**src/rtl/tx_pkg.sv**
```systemverilog
// Shared encodings for the Bluetooth-side UART transmitter.
package tx_pkg;

    typedef enum logic [2:0] {IDLE, FETCH, LATCH, START, DATA, STOP, GAP} tx_state_e;

    localparam int   UART_DATA_BITS = 8;
    localparam logic TXD_IDLE       = 1'b1;

endpackage

```
**src/rtl/uart_byte_tx.sv**
```systemverilog
// 8N1 byte serialiser; every bit lasts max(cpd,1) clocks.
module uart_byte_tx
    import tx_pkg::*;
#(
    parameter int CPD_W = 10
) (
    input  logic                      clock,
    input  logic                      reset,
    input  logic [CPD_W-1:0]          cpd,
    input  logic                      load,
    input  logic [UART_DATA_BITS-1:0] data,
    output logic                      busy,
    output logic                      done,
    output logic                      txd
);

    localparam int BIT_W = $clog2(UART_DATA_BITS);
    localparam logic [BIT_W-1:0] LAST_BIT = BIT_W'(UART_DATA_BITS - 1);

    tx_state_e                 state_q, state_d;
    logic [CPD_W-1:0]          cnt_q, cnt_d, reload;
    logic [UART_DATA_BITS-1:0] sh_q, sh_d;
    logic [BIT_W-1:0]          bit_q, bit_d;
    logic                      txd_q, txd_d;
    logic                      tick;

    assign reload = (cpd == '0) ? '0 : cpd - 1'b1;
    assign tick   = (cnt_q == '0);
    assign done   = (state_q == STOP) && tick;
    assign busy   = (state_q != IDLE);
    assign txd    = txd_q;

    always_comb begin
        state_d = state_q;
        cnt_d   = cnt_q;
        sh_d    = sh_q;
        bit_d   = bit_q;
        txd_d   = txd_q;
        case (state_q)
            START: begin
                if (tick) begin
                    state_d = DATA;
                    txd_d   = sh_q[0];
                    bit_d   = '0;
                    cnt_d   = reload;
                end else begin
                    cnt_d = cnt_q - 1'b1;
                end
            end
            DATA: begin
                if (tick) begin
                    cnt_d = reload;
                    if (bit_q == LAST_BIT) begin
                        state_d = STOP;
                        txd_d   = TXD_IDLE;
                    end else begin
                        sh_d  = sh_q >> 1;
                        txd_d = sh_q[1];
                        bit_d = bit_q + 1'b1;
                    end
                end else begin
                    cnt_d = cnt_q - 1'b1;
                end
            end
            STOP: begin
                if (tick) state_d = IDLE;
                else      cnt_d   = cnt_q - 1'b1;
            end
            default: ;
        endcase
        // Accepting a load in the final stop clock lets bytes of one word run back to back.
        if (load && (state_q == IDLE || done)) begin
            state_d = START;
            sh_d    = data;
            txd_d   = 1'b0;
            cnt_d   = reload;
            bit_d   = '0;
        end
    end

    always_ff @(posedge clock or negedge reset) begin
        if (!reset) begin
            state_q <= IDLE;
            cnt_q   <= '0;
            sh_q    <= '0;
            bit_q   <= '0;
            txd_q   <= TXD_IDLE;
        end else begin
            state_q <= state_d;
            cnt_q   <= cnt_d;
            sh_q    <= sh_d;
            bit_q   <= bit_d;
            txd_q   <= txd_d;
        end
    end

endmodule

```
**src/rtl/transmitter_centre.sv**
```systemverilog
// Pulls words from the TFIFO and sends them high byte first as 8N1 frames toward the BT module.
module transmitter_centre
    import tx_pkg::*;
#(
    parameter int WORD_W = 16,
    parameter int CPD_W  = 10,
    parameter int BYTES  = WORD_W / 8
) (
    input  logic              clock,
    input  logic              reset,
    input  logic              bt_state,
    input  logic              are_we_sending,
    input  logic [CPD_W-1:0]  cpd,
    input  logic [CPD_W-1:0]  timer_cap,
    input  logic [WORD_W-1:0] TFIFO_out,
    input  logic              TFIFO_empty,
    output logic              TFIFO_rd_en,
    output logic              fpga_txd,
    output logic              tx_busy,
    output logic              word_done,
    output logic [15:0]       words_sent
);

    localparam int IDX_W = (BYTES > 1) ? $clog2(BYTES) : 1;

    tx_state_e                 state_q, state_d;
    logic [WORD_W-1:0]         word_q, word_d;
    logic [IDX_W-1:0]          idx_q, idx_d;
    logic [CPD_W-1:0]          gap_q, gap_d;
    logic                      rd_en_q, rd_en_d;
    logic                      busy_q, busy_d;
    logic                      done_q, done_d;
    logic [15:0]               words_q, words_d;
    logic                      go, byte_load, byte_done, byte_busy;
    logic [UART_DATA_BITS-1:0] byte_data;

    assign go = bt_state & are_we_sending & ~TFIFO_empty;

    // DATA here covers the whole START/DATA/STOP walk done by uart_byte_tx.
    always_comb begin
        state_d   = state_q;
        word_d    = word_q;
        idx_d     = idx_q;
        gap_d     = gap_q;
        rd_en_d   = 1'b0;
        done_d    = 1'b0;
        words_d   = words_q;
        byte_load = 1'b0;
        byte_data = word_q[WORD_W-1 -: UART_DATA_BITS];
        case (state_q)
            IDLE: begin
                if (go) begin
                    rd_en_d = 1'b1;
                    state_d = FETCH;
                end
            end
            FETCH: state_d = LATCH;
            LATCH: begin
                byte_load = ~byte_busy;
                byte_data = TFIFO_out[WORD_W-1 -: UART_DATA_BITS];
                word_d    = TFIFO_out << UART_DATA_BITS;
                idx_d     = IDX_W'(BYTES - 1);
                state_d   = DATA;
            end
            DATA: begin
                if (byte_done) begin
                    if (idx_q != '0) begin
                        byte_load = 1'b1;
                        word_d    = word_q << UART_DATA_BITS;
                        idx_d     = idx_q - 1'b1;
                    end else begin
                        done_d  = 1'b1;
                        words_d = words_q + 16'd1;
                        if (timer_cap != '0) begin
                            gap_d   = timer_cap - 1'b1;
                            state_d = GAP;
                        end else begin
                            state_d = IDLE;
                        end
                    end
                end
            end
            GAP: begin
                if (gap_q == '0) state_d = IDLE;
                else             gap_d   = gap_q - 1'b1;
            end
            default: state_d = IDLE;
        endcase
        busy_d = (state_d != IDLE);
    end

    always_ff @(posedge clock or negedge reset) begin
        if (!reset) begin
            state_q <= IDLE;
            word_q  <= '0;
            idx_q   <= '0;
            gap_q   <= '0;
            rd_en_q <= 1'b0;
            busy_q  <= 1'b0;
            done_q  <= 1'b0;
            words_q <= '0;
        end else begin
            state_q <= state_d;
            word_q  <= word_d;
            idx_q   <= idx_d;
            gap_q   <= gap_d;
            rd_en_q <= rd_en_d;
            busy_q  <= busy_d;
            done_q  <= done_d;
            words_q <= words_d;
        end
    end

    uart_byte_tx #(.CPD_W(CPD_W)) u_byte_tx (
        .clock (clock),
        .reset (reset),
        .cpd   (cpd),
        .load  (byte_load),
        .data  (byte_data),
        .busy  (byte_busy),
        .done  (byte_done),
        .txd   (fpga_txd)
    );

    assign TFIFO_rd_en = rd_en_q;
    assign tx_busy     = busy_q;
    assign word_done   = done_q;
    assign words_sent  = words_q;

endmodule

```
**config.mk**
```make
export PLATFORM = sky130hd
export DESIGN_NAME = transmitter_centre
export DESIGN_NICKNAME = d
export VERILOG_FILES = /design/src/rtl/tx_pkg.sv /design/src/rtl/uart_byte_tx.sv /design/src/rtl/transmitter_centre.sv
export SDC_FILE = /design/constraint.sdc
export NUM_CORES = 1
export LEC_CHECK = 0
export CAP_MARGIN = 20
export CORE_UTILIZATION = 36
export CTS_BUF_LIST = sky130_fd_sc_hd__clkbuf_4 sky130_fd_sc_hd__clkbuf_8 sky130_fd_sc_hd__clkbuf_16
export CTS_CLUSTER_DIAMETER = 150
export DETAILED_ROUTE_END_ITERATION = 7
export GPL_TIMING_DRIVEN = 1
export RECOVER_POWER = 100
export REMOVE_ABC_BUFFERS = 1
export SLEW_MARGIN = 20
export SYNTH_ARGS = -nofsm -noshare
export SYNTH_HDL_FRONTEND = slang
export SYNTH_SLANG_ARGS = --single-unit
```
**constraint.sdc**
```tcl
create_clock -name clock -period 7.1 [get_ports clock]
set_input_delay 0.71 -clock clock [delete_from_list [all_inputs] [get_ports clock]]
set_output_delay 0.71 -clock clock [all_outputs]
set_load 0.02 [all_outputs]
```
# --- After elaboration in Yosys (flattened, before gate mapping) ---
# Index checks and enable logic that the tools add are counted.
classes:
  add_sub_neg: 7
  eq_ne: 20
  muxes: 50
  bitwise_logic: 5
  n_reduce_logical: 28
op_table:
  columns: ["cell", "n"]
  rows:
  - ["$mux 10", 8]
  - ["$mux 8", 5]
  - ["$pmux 10 s2", 2]
  - ["$sub 10x1->10 const B", 4]
  - ["$mux 3", 13]
  - ["$mux 16", 2]
  - ["$pmux 16 s2", 1]
  - ["$logic_not 10->1", 3]
  - ["$add 16x1->16 const B", 1]
  - ["$eq 3x3->1 const B", 5]
  - ["$pmux 3 s5", 1]
  - ["$mux 1", 13]
  - ["$reduce_and 3->1", 4]
  - ["$reduce_bool 3->1", 4]
  - ["$ne 2x2->1 const B", 5]
  - ["$reduce_and 5->1", 2]
  - ["$reduce_bool 10->1", 1]
  - ["$ne 3x1->1 const B", 3]
  - ["$pmux 3 s3", 1]
  - ["$reduce_bool 2->1", 4]
  - ["$eq 3x2->1 const B", 2]
  - ["$logic_not 3->1", 2]
  - ["$ne 3x3->1 const B", 2]
  - ["$pmux 1 s2", 3]
  - ["other kinds (14)", 19]
word_totals:
  ff_bits: 74
  inputBits: 41
  output_inout_bits: 20
  elab_cells: 123

# --- Longest topological paths before layout ---
# Gate-level depths: netlist (run 1).
logic_depth:
  word_depth: 7
  mapped_depth: 11
  ltp_nobuf: 8

# --- Modules after synthesis ---
# From an unflattened synthesis (run 1), not the netlist that was laid out.
hier_totals:
  cells_unflattened: 429
  hier_area_um2: 4035.1
by_module_without_submodules:
  columns: ["module", "instances", "cells_each", "area_per_inst_um2", "seq_area_each_um2"]
  rows:
  - ["transmitter_centre", 1, 221, 2218.4, 1026.0]
  - ["uart_byte_tx", 1, 208, 1816.7, 626.9]

# --- Worst setup path before layout (run 1) ---
# No wires, ideal clock.
synth_path:
  kind: "in2reg"
  start: "input port timer_cap[1]"
  end: "register busy_q, in the netlist tx_busy"
  setup_ps: 131
  t_arrival_ps: 2478
  t_required_ps: 6969
  setup_slack_ps: 4491
  path_stages: 6
  path_buffers: 0
  cell_sequence: "or4_4 -> or4_4 -> nand3_2 -> nand2_2 -> a21o_1 -> or3_1"
synth_between:
  elab_chain_len: 6
synth_lines:
  columns: ["element", "line_no", "rtl"]
  rows:
  - ["start, declared", "transmitter_centre.sv:14", "input logic [CPD_W-1:0] timer_cap,"]
  - ["$reduce_bool 10->1", "transmitter_centre.sv:74", "if (timer_cap != '0) begin"]
  - ["$mux 3", "transmitter_centre.sv:74", null]
  - ["$mux 3", "transmitter_centre.sv:67", "if (idx_q != '0) begin"]
  - ["$mux 3", "transmitter_centre.sv:66", "if (byte_done) begin"]
  - ["$pmux 3 s5", "transmitter_centre.sv:50", "case (state_q)"]
  - ["named net state_d[1]", "transmitter_centre.sv:26", "tx_state_e state_q, state_d;"]
  - ["$reduce_bool 3->1", "transmitter_centre.sv:89", "busy_d = (state_d != IDLE);"]
  - ["named net busy_d", "transmitter_centre.sv:31", "logic busy_q, busy_d;"]
  - ["end signal, assigned", "transmitter_centre.sv:108", "busy_q <= busy_d;"]
  - ["end, declared", "transmitter_centre.sv:31", null]
# The timed path passes the listed nets, and every way through them passes these cells.
# A chain may end at the register's enable or synchronous reset.

==> flow_summary.yaml, run 1 <==
outcome:
  outcome: "finished, violations left"
  violations: "capacitance limit, slew limit"
global_routing:
  grt_pass1_wl_um: 14900
  grt_pass1_vias: 3192
  grt_max_degree: 67
  grtUsageMet1_pct: 23.3
  antenna_found_initial: 0
  top_usage_layer: "met2"
  grt_overflow: 0
  grtUsageMet3_pct: 3.71
  grt_usage_pct: 16.6
  grt_util_met2_pct: 25.1
critical_path:
  critical_path_class: "input port to async pin"
  cp-end-kind: "async pin"
  worstPathCellList: "buf_2, clkbuf_1"
  critical_path_required_ns: 6.73
  cp_max_fo: 66
  cpPeakStageDelay_ns: 2.52
  startpoint_type: "input port"
  cp_slowest_cell: "clkbuf_1"
  crit_family: "buffers and inverters"
  crit_buf_inv: 2
  r2r_slack_ns: 3.40
  cp.arrival_ns: 3.34
placed_design:
  port-buffer-count: 60
  gp_congestion: 0.825
  dp_hpwl_um: 6080
power:
  p_leak_nw: 2.06
  ir_drop_mv: 0.148
  p_per_area_nw_per_um2: 282
sta:
  post-route-period-util_pct: 52.3
  hold_viol: 0
  worst_pin_slew_ns: 3.60
  fmax_ghz: 0.269
  setup_violations: 0
  finClkSkew_ns: 0.00891
  layout_min_cycle_time_ns: 3.72
  drv_slew: 87
  holdWs_ns: 0.470
  setup_tns_ns: 0
  slew-limit-headroom_pct: -140
  rsz0062_at_grt: "false"
clock_tree:
  cts_setup_buffers: 0
  cts.repair.resized: 0
  clk_latency_ns: 0.34
  holdBufCountCts: 0
  cts_tree: "yes"
  clk_pin_slew_worst_paths_ns: 0.07
  root_buffer: "clkbuf_8"
  cts_inserted_buffers: 9
  htreeDepth: 3
  clock_sinks: 66
  clockBufferDepth: 2
layout:
  drive_gt1_share_pct: 5.25
  insertedDiodeCount: 0
  area_delta_synth_final_pct: 23.3
  multi_input_area_sq_um: 2060
  nFillCells: 998
  regArea_sq_um: 1650
  nets: 519
synthesis:
  synth_seq_cells: 66
  ys.flop_type: "dfrtp_1"
  synth_edf_count: 0
  syn_inst: 415
  synth-async-reset-ratio_pct: 100
  synth_area_leader_cell: "dfrtp_1"
  synth_area_sq_um: 3860
  synth_warnings: 0
  synth_common_cells: "dfrtp_1, nand2_1, nor2_1"
  yosysMostFrequentCell: "dfrtp_1"
  syn_area_per_cell_sq_um: 9.31
  synth.top_cell.area_share_pct: 42.1
  yosysSeqAreaShare_pct: 42.8
  synthTopCellsByArea: "dfrtp_1, mux2i_1, nand2_1"
  synth_cell_type_count: 63
floorplan:
  fp-row-count: 37
  coreArea_sq_um: 10400
  ioPinCount: 61
  dieArea_sq_um: 11200
  start_util_pct: 37.3
  die_x_um: 106
  die_h_um: 106
min_path:
  worstHoldPathType: "flip-flop to flip-flop"
routing:
  antenna_left: 0
  wl_um: 8590
  drc_errors: 0
  detail_route.wl_per_cell_um: 14.0
  firstDrtPassIters: 4
  avgViaCountPerCell: 5.36
  drt-initial-drc-count: 155
  vias: 3278
run:
  maxCapViolations: 2
## worst paths after layout
check                                  endpoint          startpoint  cells after the start
min                              words_sent[15]      words_sent[15]                      1
max                        u_byte_tx.state_q[0]               reset                      2
min in group asynchronous         words_sent[9]               reset                      2
min reg2reg                      words_sent[15]      words_sent[15]                      1
max reg2reg                  u_byte_tx.cnt_q[3]  u_byte_tx.cnt_q[0]                      8
max in group clock           u_byte_tx.cnt_q[3]  u_byte_tx.cnt_q[0]                      8
## sequential cells by signal (all words and copies together), names as in the netlist
signal and flops:
word_done 1, words_sent 16, u_byte_tx.cnt_q 10, gap_q 10
u_byte_tx.sh_q 8, word_q 8, u_byte_tx.bit_q 3, idx_q 1
tx_busy 1, state_q 3, u_byte_tx.state_q 3, u_byte_tx.txd 1
TFIFO_rd_en 1
## cells by family (layout without fill, tap and decap cells)
group | Yosys count | in the layout | share of synthesized area, %
AND/OR/NAND/NOR | 172 | 172 | 23.7
adder cells (fa/ha/maj) | 7 | 7 | 2.27
flip-flops | 66 | 66 | 42.8
XOR/XNOR | 22 | 22 | 4.99
multiplexers | 30 | 30 | 7.90
buffers and inverters | 30 | 91 | 3.08
AO/OA/AOI/OAI | 88 | 88 | 15.3
## cell type report
class	instances	share of cell area, %
multi-input cells	319	43.3
flip-flops and latches	66	34.7
repair buffers	62	12.7
well taps	136	3.57
clock buffers	10	2.76
clock inverters	6	1.92
inverters	13	1.02
## cells in the final DEF, fill, tap and decap left out, drive strengths merged, types with 3 or more instances in the layout
| cell type | netlist | routed |
|---|---|---|
| or4 | 4 | 4 |
| a21oi | 18 | 18 |
| nor4b | 3 | 3 |
| xor2 | 5 | 5 |
| nand4 | 6 | 6 |
| xnor2 | 17 | 17 |
| inv | 13 | 13 |
| dfrtp | 65 | 65 |
| a211oi | 6 | 6 |
| nor4 | 7 | 7 |
| nor3b | 3 | 3 |
| and4 | 4 | 4 |
| ha | 7 | 7 |
| mux2i | 26 | 26 |
| o41ai | 3 | 3 |
| nand2 | 43 | 43 |
| and2 | 3 | 3 |
| a21boi | 7 | 7 |
| or3 | 4 | 4 |
| clkbuf | 11 | 11 |
| nand3 | 19 | 19 |
| clkinvlp | 0 | 3 |
| dlygate4sd3 | 0 | 21 |
| nor2b | 3 | 3 |
| mux2 | 4 | 4 |
| nand3b | 4 | 4 |
| nor3 | 20 | 20 |
| clkdlybuf4s50 | 0 | 38 |
| a31oi | 5 | 5 |
| nor2 | 35 | 35 |
| and3 | 6 | 6 |
| nand2b | 4 | 4 |
| o21ai | 23 | 23 |
| o32a | 4 | 4 |
| o21a | 3 | 3 |
## routing by layer
metal  share of wire (%)  wire length, um
met5                   0                0
met4                 1.1               98
met3                 3.8              330
met2                  45             3890
met1                  50             4270
## power breakdown
part / internal, W / switching [W] / leakage [nW]
clock: 0.000202 / 0.000153 / 0.102
combinational: 0.000173 / 0.000203 / 1.14
sequential: 0.000493 / 0.000119 / 0.818
total: 0.000868 / 0.000474 / 2.06
## through the flow
| stage | power, W | instance area, sq um | setup WS, ns | instances | util [%] |
|---|---|---|---|---|---|
| CTS | 0.00136 | 4800 | 4.09 | 612 | 46.3 |
| global placement | 0.000988 | 4570 | 3.83 | 596 | 44.1 |
| finish | 0.00134 | 4770 | 3.38 | 612 | 46.0 |
| global route | 0.00144 | 4770 | 2.63 | 612 | 46.0 |
| floorplan | 0.000865 | 3790 | 4.41 | 398 | - |
| detailed placement | 0.00100 | 4570 | 3.75 | 596 | 44.1 |
## worst register-to-register path: cells and delay by family, from the launching register on
kind            cells  cell delay (ns)
fa+ha+maj           1             0.20
compound gates      3             1.77
flops               1             0.37
simple gates        3             1.14
buf+inv             1             0.10
No activity file was read; power rests on OpenSTA's default activity.
==> inputs of run 2 (changes only) <==
==> constraint.sdc (replaced) <==
create_clock -name clock -period 3.1 [get_ports clock]
set_input_delay 0.31 -clock clock [delete_from_list [all_inputs] [get_ports clock]]
set_output_delay 0.31 -clock clock [all_outputs]
set_load 0.02 [all_outputs]
==> flow_summary.yaml, run 2 (same netlist as run 1, synthesis figures left out) <==
clock_tree:
  root_buffer: "clkbuf_8"
  clk_pin_slew_worst_paths_ns: 0.07
  cts_inserted_buffers: 9
  cts_setup_buffers: 0
  clockBufferDepth: 2
  clk_latency_ns: 0.35
  cts_tree: "yes"
  clock_sinks: 66
  htreeDepth: 3
floorplan:
  start_util_pct: 37.3
  ioPinCount: 61
  dieArea_sq_um: 11200
  die_h_um: 106
  fp-row-count: 37
  coreArea_sq_um: 10400
  die_x_um: 106
layout:
  area_delta_synth_final_pct: 25.0
  fin_area_sq_um: 4830
  multi_input_area_sq_um: 2070
  final_core_util_pct: 46.6
  nFillCells: 1059
  largest_register_ffs: 16
  drive_gt1_share_pct: 7.19
  nets: 530
  regArea_sq_um: 1650
  layout_commonest_cell: "dfrtp_1"
  final_cell_mix: "dfrtp_1, nand2_1, clkdlybuf4s50_1"
  insertedDiodeCount: 0
power:
  internal_power_w: 0.00196
  ir_drop_mv: 0.251
  p_clk_share_pct: 24.2
  p_leak_nw: 2.11
  p_seq_share_pct: 46.2
  p_per_area_nw_per_um2: 628
  total_power_w: 0.00303
  p_comb_share_pct: 29.7
  switching_power_w: 0.00108
  netSwitchingFraction_pct: 35.5
sta:
  holdWs_ns: 0.468
  slew-limit-headroom_pct: -3.71
  hold_viol: 0
  setup_violations: 0
  layout_min_cycle_time_ns: 2.72
  drv_slew: 29
  fmax_ghz: 0.368
  post-route-period-util_pct: 87.6
  rsz0062_at_grt: "false"
  finClkSkew_ns: 0.0180
  setup_tns_ns: 0
  worst_pin_slew_ns: 1.56
critical_path:
  cp_slowest_cell: "nor4b_2"
  crit_buf_inv: 1
  cp-end-kind: "flip-flop"
  cpPeakStageDelay_ns: 0.46
  cp_max_fo: 10
  worstPathCellList: "inv_1, ha_1, nor4b_2, nand3_1, a21o_1, and2_0, nor3_1, o32a_1"
  startpoint_type: "flip-flop"
  cp.arrival_ns: 2.99
  critical_path_class: "flip-flop to flip-flop"
  crit_family: "simple AND/OR/NAND/NOR gates"
  critical_path_required_ns: 3.37
routing:
  vias: 3308
  drc_errors: 0
  antenna_left: 0
  firstDrtPassIters: 4
  drt-initial-drc-count: 98
  wl_um: 8820
  detail_route.wl_per_cell_um: 14.2
  avgViaCountPerCell: 5.31
placed_design:
  port-buffer-count: 60
  gp_congestion: 0.826
  dp_hpwl_um: 6520
  dpl_cell_area_sq_um: 4650
run:
  maxCapViolations: 1
global_routing:
  grt_pass1_vias: 3159
  grt_overflow: 0
  grt_max_degree: 29
  grt_pass1_wl_um: 14900
  grt_usage_pct: 16.5
  antenna_found_initial: 0
min_path:
  worstHoldPathType: "flip-flop to flip-flop"
outcome:
  outcome: "finished, violations left"
  violations: "capacitance limit, slew limit"
## run 2: changes by cell type in the layout (fill, tap and decap cells not counted), moves of 2 or more
cell / delta
clkbuf_1: +2
clkbuf_4: +2
clkinvlp_4: -3
buf_4: +8
## run 2: power by group through the flow
stage	clock network (W)	registers, W	logic [W]
detailed placement	0	0.00141	0.000919
CTS	0.000758	0.00140	0.000921
global placement	0	0.00141	0.000895
floorplan	0	0.00136	0.000617
global route	0.000794	0.00144	0.00102
finish	0.000733	0.00140	0.000900
## run 2: final timing paths
kind	start	end	slack [ns]	cells after the start
max in group asynchronous	reset	u_byte_tx.bit_q[1]	0.80	3
min in group asynchronous	reset	gap_q[9]	0.87	2
worst max register to register	u_byte_tx.cnt_q[0]	u_byte_tx.cnt_q[3]	0.38	8
worst min register to register	words_sent[15]	words_sent[15]	0.47	1
worst max-delay path	u_byte_tx.cnt_q[0]	u_byte_tx.cnt_q[3]	0.38	8
worst min-delay path	words_sent[15]	words_sent[15]	0.47	1
## run 2: per-layer routing
metal  share of wire, %  global-route usage, %
met3                3.5                   3.09
met2                 47                   25.9
met4                1.3                   5.56
met5                  0                      0
met1                 49                   22.7
## run 2: cell type report
| type | count | area share [%] |
|---|---|---|
| clock buffers | 12 | 3.03 |
| clock inverters | 4 | 1.09 |
| inverters | 13 | 1.01 |
| multi-input cells | 319 | 43.0 |
| flip-flops and latches | 66 | 34.2 |
| well taps | 136 | 3.52 |
| repair buffers | 73 | 14.2 |
## run 2: per-stage QoR
| step | setup slack [ns] | cells |
|---|---|---|
| floorplan | 0.594 | 398 |
| global placement | 0.388 | 606 |
| detailed placement | 0.309 | 606 |
| CTS | 0.475 | 623 |
| global route | 0.151 | 623 |
| finish | 0.384 | 623 |
## run 2: worst register-to-register path: stages (launching register included)
cell and delay [ns]:
dfrtp_1 0.39, inv_1 0.14, ha_1 0.16, nor4b_2 0.46, nand3_1 0.37, a21o_1 0.27, and2_0 0.35, nor3_1 0.33
o32a_1 0.19
## run 2: timing repair
action,4_1_cts,5_1_grt
hold buffers,1,0
endpoints found under the hold margin,5,0
resized for setup,0,0
==> inputs of run 3 (changes only) <==
--- a/config.mk
+++ b/config.mk
@@ -5,7 +5,7 @@
 export SDC_FILE = /design/constraint.sdc
 export NUM_CORES = 1
 export LEC_CHECK = 0
-export CAP_MARGIN = 20
+export CAP_MARGIN = 15
 export CORE_UTILIZATION = 36
 export CTS_BUF_LIST = sky130_fd_sc_hd__clkbuf_4 sky130_fd_sc_hd__clkbuf_8 sky130_fd_sc_hd__clkbuf_16
 export CTS_CLUSTER_DIAMETER = 150
==> results of run 3 <==
No change in the layout: final DEF, timing and power equal those of run 2.
